===== src/rtl/clint_multi.sv =====
// rtl/clint_multi.sv - multi-hart core-local interruptor (mtime, mtimecmp, msip) on a single-beat AXI4 slave
//
// Ports:
//   clock, reset            rising-edge clock, asynchronous active-high reset
//   axi_ar* / axi_r*        read address / read data channels (arlen must be 0)
//   axi_aw* / axi_w* / axi_b*  write address / write data / write response channels (awlen must be 0)
//   mtip[h], msip[h]        level timer and software interrupts to hart h
//
// Map (offset from BASE_ADDR): msip[h] 0x0000+4h, mtimecmp[h] 0x4000+8h, mtime 0xBFF8.
module clint_multi #(
  parameter int          NUM_HARTS = 1,
  parameter logic [31:0] BASE_ADDR = 32'h0200_0000,
  parameter int          TICK_DIV  = 1
) (
  input  logic                 clock,
  input  logic                 reset,
  input  logic [3:0]           axi_arid,
  input  logic [7:0]           axi_arlen,
  input  logic [2:0]           axi_arsize,
  input  logic [1:0]           axi_arburst,
  input  logic [31:0]          axi_araddr,
  input  logic                 axi_arvalid,
  output logic                 axi_arready,
  output logic [63:0]          axi_rdata,
  output logic [1:0]           axi_rresp,
  output logic [3:0]           axi_rid,
  output logic                 axi_rlast,
  output logic                 axi_rvalid,
  input  logic                 axi_rready,
  input  logic [3:0]           axi_awid,
  input  logic [7:0]           axi_awlen,
  input  logic [2:0]           axi_awsize,
  input  logic [1:0]           axi_awburst,
  input  logic [31:0]          axi_awaddr,
  input  logic                 axi_awvalid,
  output logic                 axi_awready,
  input  logic [63:0]          axi_wdata,
  input  logic [7:0]           axi_wstrb,
  input  logic                 axi_wlast,
  input  logic                 axi_wvalid,
  output logic                 axi_wready,
  output logic [3:0]           axi_bid,
  output logic [1:0]           axi_bresp,
  output logic                 axi_bvalid,
  input  logic                 axi_bready,
  output logic [NUM_HARTS-1:0] mtip,
  output logic [NUM_HARTS-1:0] msip
);

  localparam logic [1:0] K_MSIP  = 2'd0;
  localparam logic [1:0] K_CMP   = 2'd1;
  localparam logic [1:0] K_MTIME = 2'd2;
  localparam logic [1:0] RESP_OKAY   = 2'b00;
  localparam logic [1:0] RESP_SLVERR = 2'b10;

  typedef struct packed {
    logic        ok;
    logic [1:0]  kind;
    logic [11:0] hart;
  } dec_t;

  typedef enum logic {R_IDLE, R_RESP} rd_state_t;
  typedef enum logic {W_COLLECT, W_RESP} wr_state_t;

  // Full address decode; anything not landing on an implemented register is an error.
  function automatic dec_t decode(input logic [31:0] a, input logic [7:0] len, input logic [2:0] size);
    dec_t d;
    d.ok   = 1'b0;
    d.kind = K_MSIP;
    d.hart = '0;
    if (a[31:16] == BASE_ADDR[31:16] && len == 8'd0 && size <= 3'd3) begin
      if (a[15:14] == 2'b00) begin
        d.kind = K_MSIP;
        d.hart = a[13:2];
        d.ok   = (int'(a[13:2]) < NUM_HARTS);
      end else if (a[15:14] == 2'b01) begin
        d.kind = K_CMP;
        d.hart = {1'b0, a[13:3]};
        d.ok   = (int'(a[13:3]) < NUM_HARTS);
      end else if (a[15:3] == 13'h17FF) begin
        d.kind = K_MTIME;
        d.ok   = 1'b1;
      end
    end
    return d;
  endfunction

  function automatic logic [63:0] merge(input logic [63:0] old, input logic [63:0] data, input logic [7:0] strb);
    logic [63:0] r;
    r = old;
    for (int b = 0; b < 8; b++) begin
      if (strb[b]) r[8*b +: 8] = data[8*b +: 8];
    end
    return r;
  endfunction

  logic [63:0] mtime, mtime_nxt;
  logic [15:0] presc;
  logic [63:0] mtimecmp [NUM_HARTS];
  logic [63:0] cmp_nxt  [NUM_HARTS];
  logic [NUM_HARTS-1:0] msip_nxt, mtip_nxt;

  rd_state_t   rd_state;
  wr_state_t   wr_state;
  logic        aw_full, w_full;
  logic [31:0] aw_addr;
  logic [7:0]  aw_len;
  logic [2:0]  aw_size;
  logic [3:0]  aw_id;
  logic [63:0] w_data;
  logic [7:0]  w_strb;

  dec_t        rd_dec, wr_dec;
  logic [63:0] rd_val;
  logic        commit, wr_en, tick;

  logic unused_inputs;
  assign unused_inputs = ^{axi_arburst, axi_awburst, axi_wlast};

  assign tick   = (presc == 16'(TICK_DIV - 1));
  assign commit = (wr_state == W_COLLECT) && aw_full && w_full;
  assign wr_dec = decode(aw_addr, aw_len, aw_size);
  assign wr_en  = commit && wr_dec.ok;

  // Read data comes from current register values, so a same-cycle write is not visible.
  always_comb begin
    rd_dec = decode(axi_araddr, axi_arlen, axi_arsize);
    rd_val = '0;
    if (rd_dec.ok) begin
      case (rd_dec.kind)
        K_MSIP: begin
          for (int i = 0; i < NUM_HARTS; i++)
            if (int'(rd_dec.hart) == i) rd_val = {31'b0, msip[i], 31'b0, msip[i]};
        end
        K_CMP: begin
          for (int i = 0; i < NUM_HARTS; i++)
            if (int'(rd_dec.hart) == i) rd_val = mtimecmp[i];
        end
        default: rd_val = mtime;
      endcase
    end
  end

  // Next register state: bus write beats the tick; mtip compares post-update values.
  always_comb begin
    mtime_nxt = tick ? mtime + 64'd1 : mtime;
    msip_nxt  = msip;
    for (int i = 0; i < NUM_HARTS; i++) cmp_nxt[i] = mtimecmp[i];
    if (wr_en) begin
      case (wr_dec.kind)
        K_MSIP: begin
          for (int i = 0; i < NUM_HARTS; i++) begin
            if (int'(wr_dec.hart) == i) begin
              if (aw_addr[2]) begin
                if (w_strb[4]) msip_nxt[i] = w_data[32];
              end else begin
                if (w_strb[0]) msip_nxt[i] = w_data[0];
              end
            end
          end
        end
        K_CMP: begin
          for (int i = 0; i < NUM_HARTS; i++)
            if (int'(wr_dec.hart) == i) cmp_nxt[i] = merge(mtimecmp[i], w_data, w_strb);
        end
        default: mtime_nxt = merge(mtime, w_data, w_strb);
      endcase
    end
    for (int i = 0; i < NUM_HARTS; i++) mtip_nxt[i] = (mtime_nxt >= cmp_nxt[i]);
  end

  always_ff @(posedge clock or posedge reset) begin
    if (reset) begin
      mtime <= '0;
      presc <= '0;
      for (int i = 0; i < NUM_HARTS; i++) mtimecmp[i] <= '1;
      msip  <= '0;
      mtip  <= '0;
    end else begin
      presc <= tick ? 16'd0 : presc + 16'd1;
      mtime <= mtime_nxt;
      for (int i = 0; i < NUM_HARTS; i++) mtimecmp[i] <= cmp_nxt[i];
      msip  <= msip_nxt;
      mtip  <= mtip_nxt;
    end
  end

  always_ff @(posedge clock or posedge reset) begin
    if (reset) begin
      rd_state    <= R_IDLE;
      axi_arready <= 1'b1;
      axi_rvalid  <= 1'b0;
      axi_rlast   <= 1'b0;
      axi_rdata   <= '0;
      axi_rresp   <= RESP_OKAY;
      axi_rid     <= '0;
    end else begin
      case (rd_state)
        R_IDLE: begin
          if (axi_arvalid && axi_arready) begin
            axi_arready <= 1'b0;
            axi_rvalid  <= 1'b1;
            axi_rlast   <= 1'b1;
            axi_rid     <= axi_arid;
            axi_rdata   <= rd_val;
            axi_rresp   <= rd_dec.ok ? RESP_OKAY : RESP_SLVERR;
            rd_state    <= R_RESP;
          end
        end
        default: begin
          if (axi_rvalid && axi_rready) begin
            axi_rvalid  <= 1'b0;
            axi_rlast   <= 1'b0;
            axi_arready <= 1'b1;
            rd_state    <= R_IDLE;
          end
        end
      endcase
    end
  end

  always_ff @(posedge clock or posedge reset) begin
    if (reset) begin
      wr_state    <= W_COLLECT;
      axi_awready <= 1'b1;
      axi_wready  <= 1'b1;
      axi_bvalid  <= 1'b0;
      axi_bresp   <= RESP_OKAY;
      axi_bid     <= '0;
      aw_full     <= 1'b0;
      w_full      <= 1'b0;
      aw_addr     <= '0;
      aw_len      <= '0;
      aw_size     <= '0;
      aw_id       <= '0;
      w_data      <= '0;
      w_strb      <= '0;
    end else begin
      case (wr_state)
        W_COLLECT: begin
          if (axi_awvalid && axi_awready) begin
            aw_addr     <= axi_awaddr;
            aw_len      <= axi_awlen;
            aw_size     <= axi_awsize;
            aw_id       <= axi_awid;
            aw_full     <= 1'b1;
            axi_awready <= 1'b0;
          end
          if (axi_wvalid && axi_wready) begin
            w_data     <= axi_wdata;
            w_strb     <= axi_wstrb;
            w_full     <= 1'b1;
            axi_wready <= 1'b0;
          end
          if (commit) begin
            aw_full    <= 1'b0;
            w_full     <= 1'b0;
            axi_bvalid <= 1'b1;
            axi_bid    <= aw_id;
            axi_bresp  <= wr_dec.ok ? RESP_OKAY : RESP_SLVERR;
            wr_state   <= W_RESP;
          end
        end
        default: begin
          if (axi_bvalid && axi_bready) begin
            axi_bvalid  <= 1'b0;
            axi_awready <= 1'b1;
            axi_wready  <= 1'b1;
            wr_state    <= W_COLLECT;
          end
        end
      endcase
    end
  end

endmodule

===== config.mk =====
export PLATFORM = sky130hd
export DESIGN_NAME = clint_multi
export DESIGN_NICKNAME = d
export VERILOG_FILES = /design/src/rtl/clint_multi.sv
export SDC_FILE = /design/constraint.sdc
export NUM_CORES = 1
export LEC_CHECK = 0
export CAP_MARGIN = 20
export CORE_AREA = 2 2 162 196
export DETAILED_ROUTE_END_ITERATION = 12
export DIE_AREA = 0 0 164 198
export PLACE_DENSITY = 0.85
export SLEW_MARGIN = 20
export SYNTH_ARGS = -nofsm -noshare
export SYNTH_HDL_FRONTEND = slang
export SYNTH_SLANG_ARGS = --single-unit

===== constraint.sdc =====
create_clock -name clock -period 25.5 [get_ports clock]
set_input_delay 7.65 -clock clock [delete_from_list [all_inputs] [get_ports clock]]
set_output_delay 7.65 -clock clock [all_outputs]
set_load 0.005 [all_outputs]

# After elaboration in Yosys (flattened, before gate mapping)
# Cells that the tools add are included.
# word_totals
register_bits,350
latchBits,0
mem_bits_rw,0
rom_bits,0
in_bits,178
out_inout_bits,84
wordCells,153
memories,0
# classes
add_sub_neg,2
multipliers,0
div_mod_pow,0
order_cmp,7
n_eq_ne,11
n_shift,0
muxes,66
n_bitwise,2
reduce_logical,40
# ops
op,count
two-way mux 64 bit,8
two-way mux 8 bit,16
one-hot mux 64 bit (2 select lines),1
"adder 64 x 1 -> 64 bit, second input constant",1
greater-or-equal comparator 64 bit,1
two-way mux 15 bit,4
two-way mux 33 bit,1
"== test 16 x 10 -> 1 bit, second input constant",2
two-way mux 1 bit,27
"== test 13 bit, second input constant",2
zero test 12 bit,2
"less-than comparator 12 x 1 -> 1 bit, second input constant",2
"less-than comparator 11 x 1 -> 1 bit, second input constant",2
two-way mux 11 bit,2
AND reduction 2 bit,10
"adder 16 x 1 -> 16 bit, second input constant",1
zero test 16 bit,1
zero test 8 bit,2
two-way mux 16 bit,1
nonzero test 2 bit,7
logical AND 1 bit,12
two-way mux 3 bit,4
"== test 2 x 1 -> 1 bit, second input constant",4
zero test 2 bit,4
6 further kinds,11

# Logic depth before layout (Yosys ltp)
# logic_depth
word_depth,10
ltp_mapped,18
ltp_nobuf,15

# Worst setup path before layout
# Ideal clock, no wire load.
# synth_timing
path_kind,input to register
from,input port axi_araddr[22]
to,register axi_rdata[1]
setup_time_ns,0.083
arrival_ns,9.338
required_time_ns,25.417
path_slack_ns,16.080
stages,8
path_buffers,2
cell_sequence,nor4b_1 > nand4_1 > or2_1 > nor4_2 > o211ai_1 > clkbuf_1 > clkbuf_1 > o21ai_0
# synth_between
elab_chain_len,8
elab_cells_between_ends,10
cone_classes,eq/ne (2); mux (4); reduce/logical (4)
# synth_lines
element,line_no,rtl
"start, declared",21,"input logic [31:0] axi_araddr,"
== test 16 x 10 -> 1 bit *,71,if (a[31:16] == BASE_ADDR[31:16] && len == 8'd0 && size <= 3'd3) begin
logical AND 1 bit * (2 in a row),71,
two-way mux 15 bit *,71,
zero test 12 bit,137,if (int'(rd_dec.hart) == i) rd_val = mtimecmp[i];
two-way mux 64 bit,137,
one-hot mux 64 bit (2 select lines),130,case (rd_dec.kind)
two-way mux 64 bit *,129,if (rd_dec.ok) begin
"end signal, assigned",205,axi_rdata <= rd_val;
"end, declared",24,"output logic [63:0] axi_rdata,"
# Mark *: on every way between the ends. The rest lies on a longest branch, timed or not.
# A chain may end at the register's enable or synchronous reset.

# Final worst setup path
# layout_timing
from,input port axi_araddr[22]
to,register axi_rdata[41]
# Same word-level chain as after synthesis.

==> flow_metrics.py <==
metrics = {
    "global_route": {
        "gr-usage-all-layers": 0.286,
        "grt_max_degree": 146,
        "first_global_vias": 14500,
        "grt_overflow": 0,
        "grt_pass1_wl_um": 73900,
        "initial_antenna_violation_count": 0,
    },
    "sta": {
        "finalSetupViolations": 0,
        "skew_ns": 0.0187,
        "final_hold_viol_count": 0,
        "setup_ws_ns": 15.20,
        "slew_violations": 0,
        "hold_ws_ns": 0.470,
        "tns_ns": 0,
        "period_needed_ns": 10.30,
        "timing.fmax_ghz": 0.0971,
        "maxSlewHeadroom": 0.310,
        "transition_time_at_the_pin_with_the_least_slew_margin_ns": 1.04,
        "rsz0062_at_grt": "false",
        "post-route-period-util": 0.404,
    },
    "worst_hold_path": {
        "worstHoldPathType": "flip-flop to flip-flop",
    },
    "yosys": {
        "syn-cell-area_um2": 17800,
        "synth_common_cells": "sky130_fd_sc_hd__dfrtp_1, sky130_fd_sc_hd__mux2_2, sky130_fd_sc_hd__nand2_1",
        "yosys_reg_bits": 344,
        "avgSynthCellArea_um2": 11.0,
        "synth_edf_count": 0,
        "syn-instance-count": 1609,
        "synth_flop_cell": "sky130_fd_sc_hd__dfrtp_1",
        "ys_warn_count": 0,
        "share_of_the_synthesized_area_in_the_top_cell_type": 0.390,
        "yosysTopAreaCell": "sky130_fd_sc_hd__dfrtp_1",
        "synth_sequential_area_ratio": 0.489,
        "yosysMostFrequentCell": "sky130_fd_sc_hd__dfrtp_1",
        "post_synth_main_area_contributors": "sky130_fd_sc_hd__dfrtp_1, sky130_fd_sc_hd__mux2_2, sky130_fd_sc_hd__dfstp_2",
        "postSynth.asyncResetShare": 1.00,
        "ys_types": 76,
    },
    "finish": {
        "layoutNonFillerInstCount": 2251,
        "multiInputGateArea_um2": 8540,
        "fraction_of_final_layout_cells_sized_beyond_drive_strength_1": 0.186,
        "seqCellArea_um2": 8690,
        "design.final.nets": 2069,
        "final.fill_count": 2233,
        "area_growth_pct": 21.3,
        "antenna_cells": 0,
    },
    "pwr": {
        "worst_ir_drop_vdd_uv": 44.4,
        "power.internal_w": 0.000870,
        "power_density_nw_per_um2": 51.1,
        "p_switching_w": 0.000230,
        "combPwrFrac": 0.035,
        "static-leakage-power_nw": 9.96,
        "power.sequential.fraction": 0.497,
        "power.share.clock": 0.469,
        "power.share.switching": 0.209,
    },
    "clock_network": {
        "clk_pin_slew_ns": 0.06,
        "cts.sink_count": 344,
        "numCtsBuffers": 36,
        "postCtsSetupBuffers": 0,
        "cts_hold_repair.buffers": 0,
        "cts_root_buffer": "sky130_fd_sc_hd__clkbuf_16",
        "clock_tree.buffer_depth": 3,
        "clk-insertion-delay-late_ns": 0.53,
        "clock_tree_from_tritoncts": "yes",
        "clock_tree.htree_level_count": 2,
        "cts.repair.resized": 0,
    },
    "place": {
        "numPlacedInstances": 2187,
        "detailed_place_hpwl_um": 31700,
        "post_placement_setup_slack_ns": 14.74,
        "portBuffers": 246,
        "place_congestion": 0.925,
    },
    "die": {
        "dieWidth_um": 164,
        "fp.dieArea_um2": 32500,
        "core_area_um2": 30800,
        "effective_utilization_at_floorplan": 0.576,
        "ioPinCount": 262,
        "die_height_um": 198,
        "site_rows": 71,
    },
    "detailed_routing": {
        "avg_wl_per_cell_um": 20.4,
        "drtAntennaViolNets": 0,
        "drc_errors": 0,
        "detail_route.vias_per_cell": 6.24,
        "drt-total-wl_um": 45800,
        "detailed_routing_iteration_count_for_the_pre_antenna_repair_pass": 5,
        "via_count": 14000,
        "drt-initial-drc-count": 953,
    },
    "worst_setup_path": {
        "crit_path_end_kind": "flip-flop",
        "setup.worst_path.start": "axi_araddr[22]",
        "critPathArrivalTime_ns": 10.73,
        "cp-start-kind": "primary input",
        "crit_end": "axi_rdata[41]",
        "worst-path-max-fanout": 67,
        "regToRegStartpoint": "presc[0]",
        "worstReg2RegEnd": "mtip",
        "required_ns": 25.93,
        "reg2reg_depth": 15,
        "reg2reg_setup_slack_ns": 19.87,
        "crit_type": "primary input to flip-flop",
    },
    "job": {
        "max_cap_viol_count": 0,
    },
    "status": {
        "status": "completed",
    },
}
==> through the flow <==
step / util / power, W / cell area (um^2)
6_report: 0.699 / 0.00110 / 21500
5_1_grt: 0.699 / 0.00113 / 21500
4_1_cts: 0.699 / 0.00111 / 21500
3_5_place_dp: 0.661 / 0.000594 / 20400
3_3_place_gp: 0.661 / 0.000594 / 20400
2_1_floorplan: - / 0.000565 / 17800
==> sequential cells by signal (all words and copies together), names as in the netlist, 4 cells and up <==
register	count
axi_rdata	64
mtime	64
aw_id	4
aw_len	8
axi_bid	4
mtimecmp	64
axi_rid	4
aw_addr	30
w_data	64
w_strb	8
presc	16
==> power by group through the flow <==
stage / Clock (W) / Combinational (W) / Sequential, W
6_report: 0.000515 / 0.0000381 / 0.000546
5_1_grt: 0.000547 / 0.0000419 / 0.000546
4_1_cts: 0.000524 / 0.0000388 / 0.000546
3_5_place_dp: 0 / 0.0000385 / 0.000556
2_1_floorplan: 0 / 0.00000891 / 0.000556
3_3_place_gp: 0 / 0.0000378 / 0.000556
==> worst min path at each step <==
| stage | to | start | cells after the start | slack, ns |
|---|---|---|---|---|
| 2_1_floorplan | axi_bid[0] | aw_id[0] | 2 | 0.43 |
| 3_3_place_gp | axi_bid[2] | aw_id[2] | 2 | 0.44 |
| 3_5_place_dp | axi_bid[0] | aw_id[0] | 2 | 0.46 |
| 4_1_cts | axi_bid[2] | aw_id[2] | 2 | 0.47 |
| 5_1_grt | axi_bid[1] | aw_id[1] | 2 | 0.48 |
| 6_report | axi_bid[3] | aw_id[3] | 2 | 0.47 |
==> layer usage <==
| layer | vias to the layer above | share of wire | GRT usage |
|---|---|---|---|
| li1 | 6409 | - | - |
| met1 | 6947 | 0.39 | 0.345 |
| met2 | 518 | 0.51 | 0.504 |
| met3 | 164 | 0.053 | 0.0388 |
| met4 | 0 | 0.046 | 0.136 |
| met5 | - | 0 | 0 |
==> cell families (layout without fill, tap and decap cells) <==
kind of cell,count (synthesis),in the layout,share of synthesized area
other,1,2,0.000211
AOI/OAI and AO/OA,352,352,0.129
adders and majority gates,67,67,0.0472
xor gates and xnor gates,14,14,0.00690
DFF,344,344,0.489
muxes,246,246,0.155
buffers and inverters,107,347,0.0311
and+or+nand+nor,478,478,0.141
==> worst max-delay path, stage by stage <==
cell and delay [ns]:
sky130_fd_sc_hd__clkdlybuf4s50_1 0.40, sky130_fd_sc_hd__nor4b_1 0.30, sky130_fd_sc_hd__nand4_1 0.15, sky130_fd_sc_hd__or2_1 0.31, sky130_fd_sc_hd__nor4_4 0.28, sky130_fd_sc_hd__buf_4 0.71, sky130_fd_sc_hd__o211ai_1 0.19, sky130_fd_sc_hd__buf_4 0.37
sky130_fd_sc_hd__o21ai_0 0.32
==> layout make-up <==
type	count	area share
sequential	344	0.404
inverter	24	0.00453
timing repair buffer	259	0.119
clock inverter	8	0.00337
multi-input combinational	1159	0.396
clock buffer	56	0.0500
tap	401	0.0233
==> placed cells by master, fill, tap and decap left out, types with 13 or more instances in the layout <==
cell type	instances
sky130_fd_sc_hd__nor2_1	82
sky130_fd_sc_hd__ha_1	67
sky130_fd_sc_hd__buf_4	13
sky130_fd_sc_hd__mux2_2	162
sky130_fd_sc_hd__mux2i_1	67
sky130_fd_sc_hd__dfstp_2	67
sky130_fd_sc_hd__dfrtp_1	277
sky130_fd_sc_hd__a211oi_1	27
sky130_fd_sc_hd__a21oi_1	67
sky130_fd_sc_hd__o21ai_0	96
sky130_fd_sc_hd__a22oi_1	63
sky130_fd_sc_hd__o211ai_1	13
sky130_fd_sc_hd__clkbuf_16	37
sky130_fd_sc_hd__and4_1	13
sky130_fd_sc_hd__nor4_1	20
sky130_fd_sc_hd__nand4_1	34
sky130_fd_sc_hd__inv_1	23
sky130_fd_sc_hd__clkdlybuf4s50_1	246
sky130_fd_sc_hd__nor3_1	26
sky130_fd_sc_hd__nand2_1	161
sky130_fd_sc_hd__mux2_4	17
sky130_fd_sc_hd__and3_1	20
sky130_fd_sc_hd__nand3_1	44
Note: power is estimated with default switching activity, not from simulation.
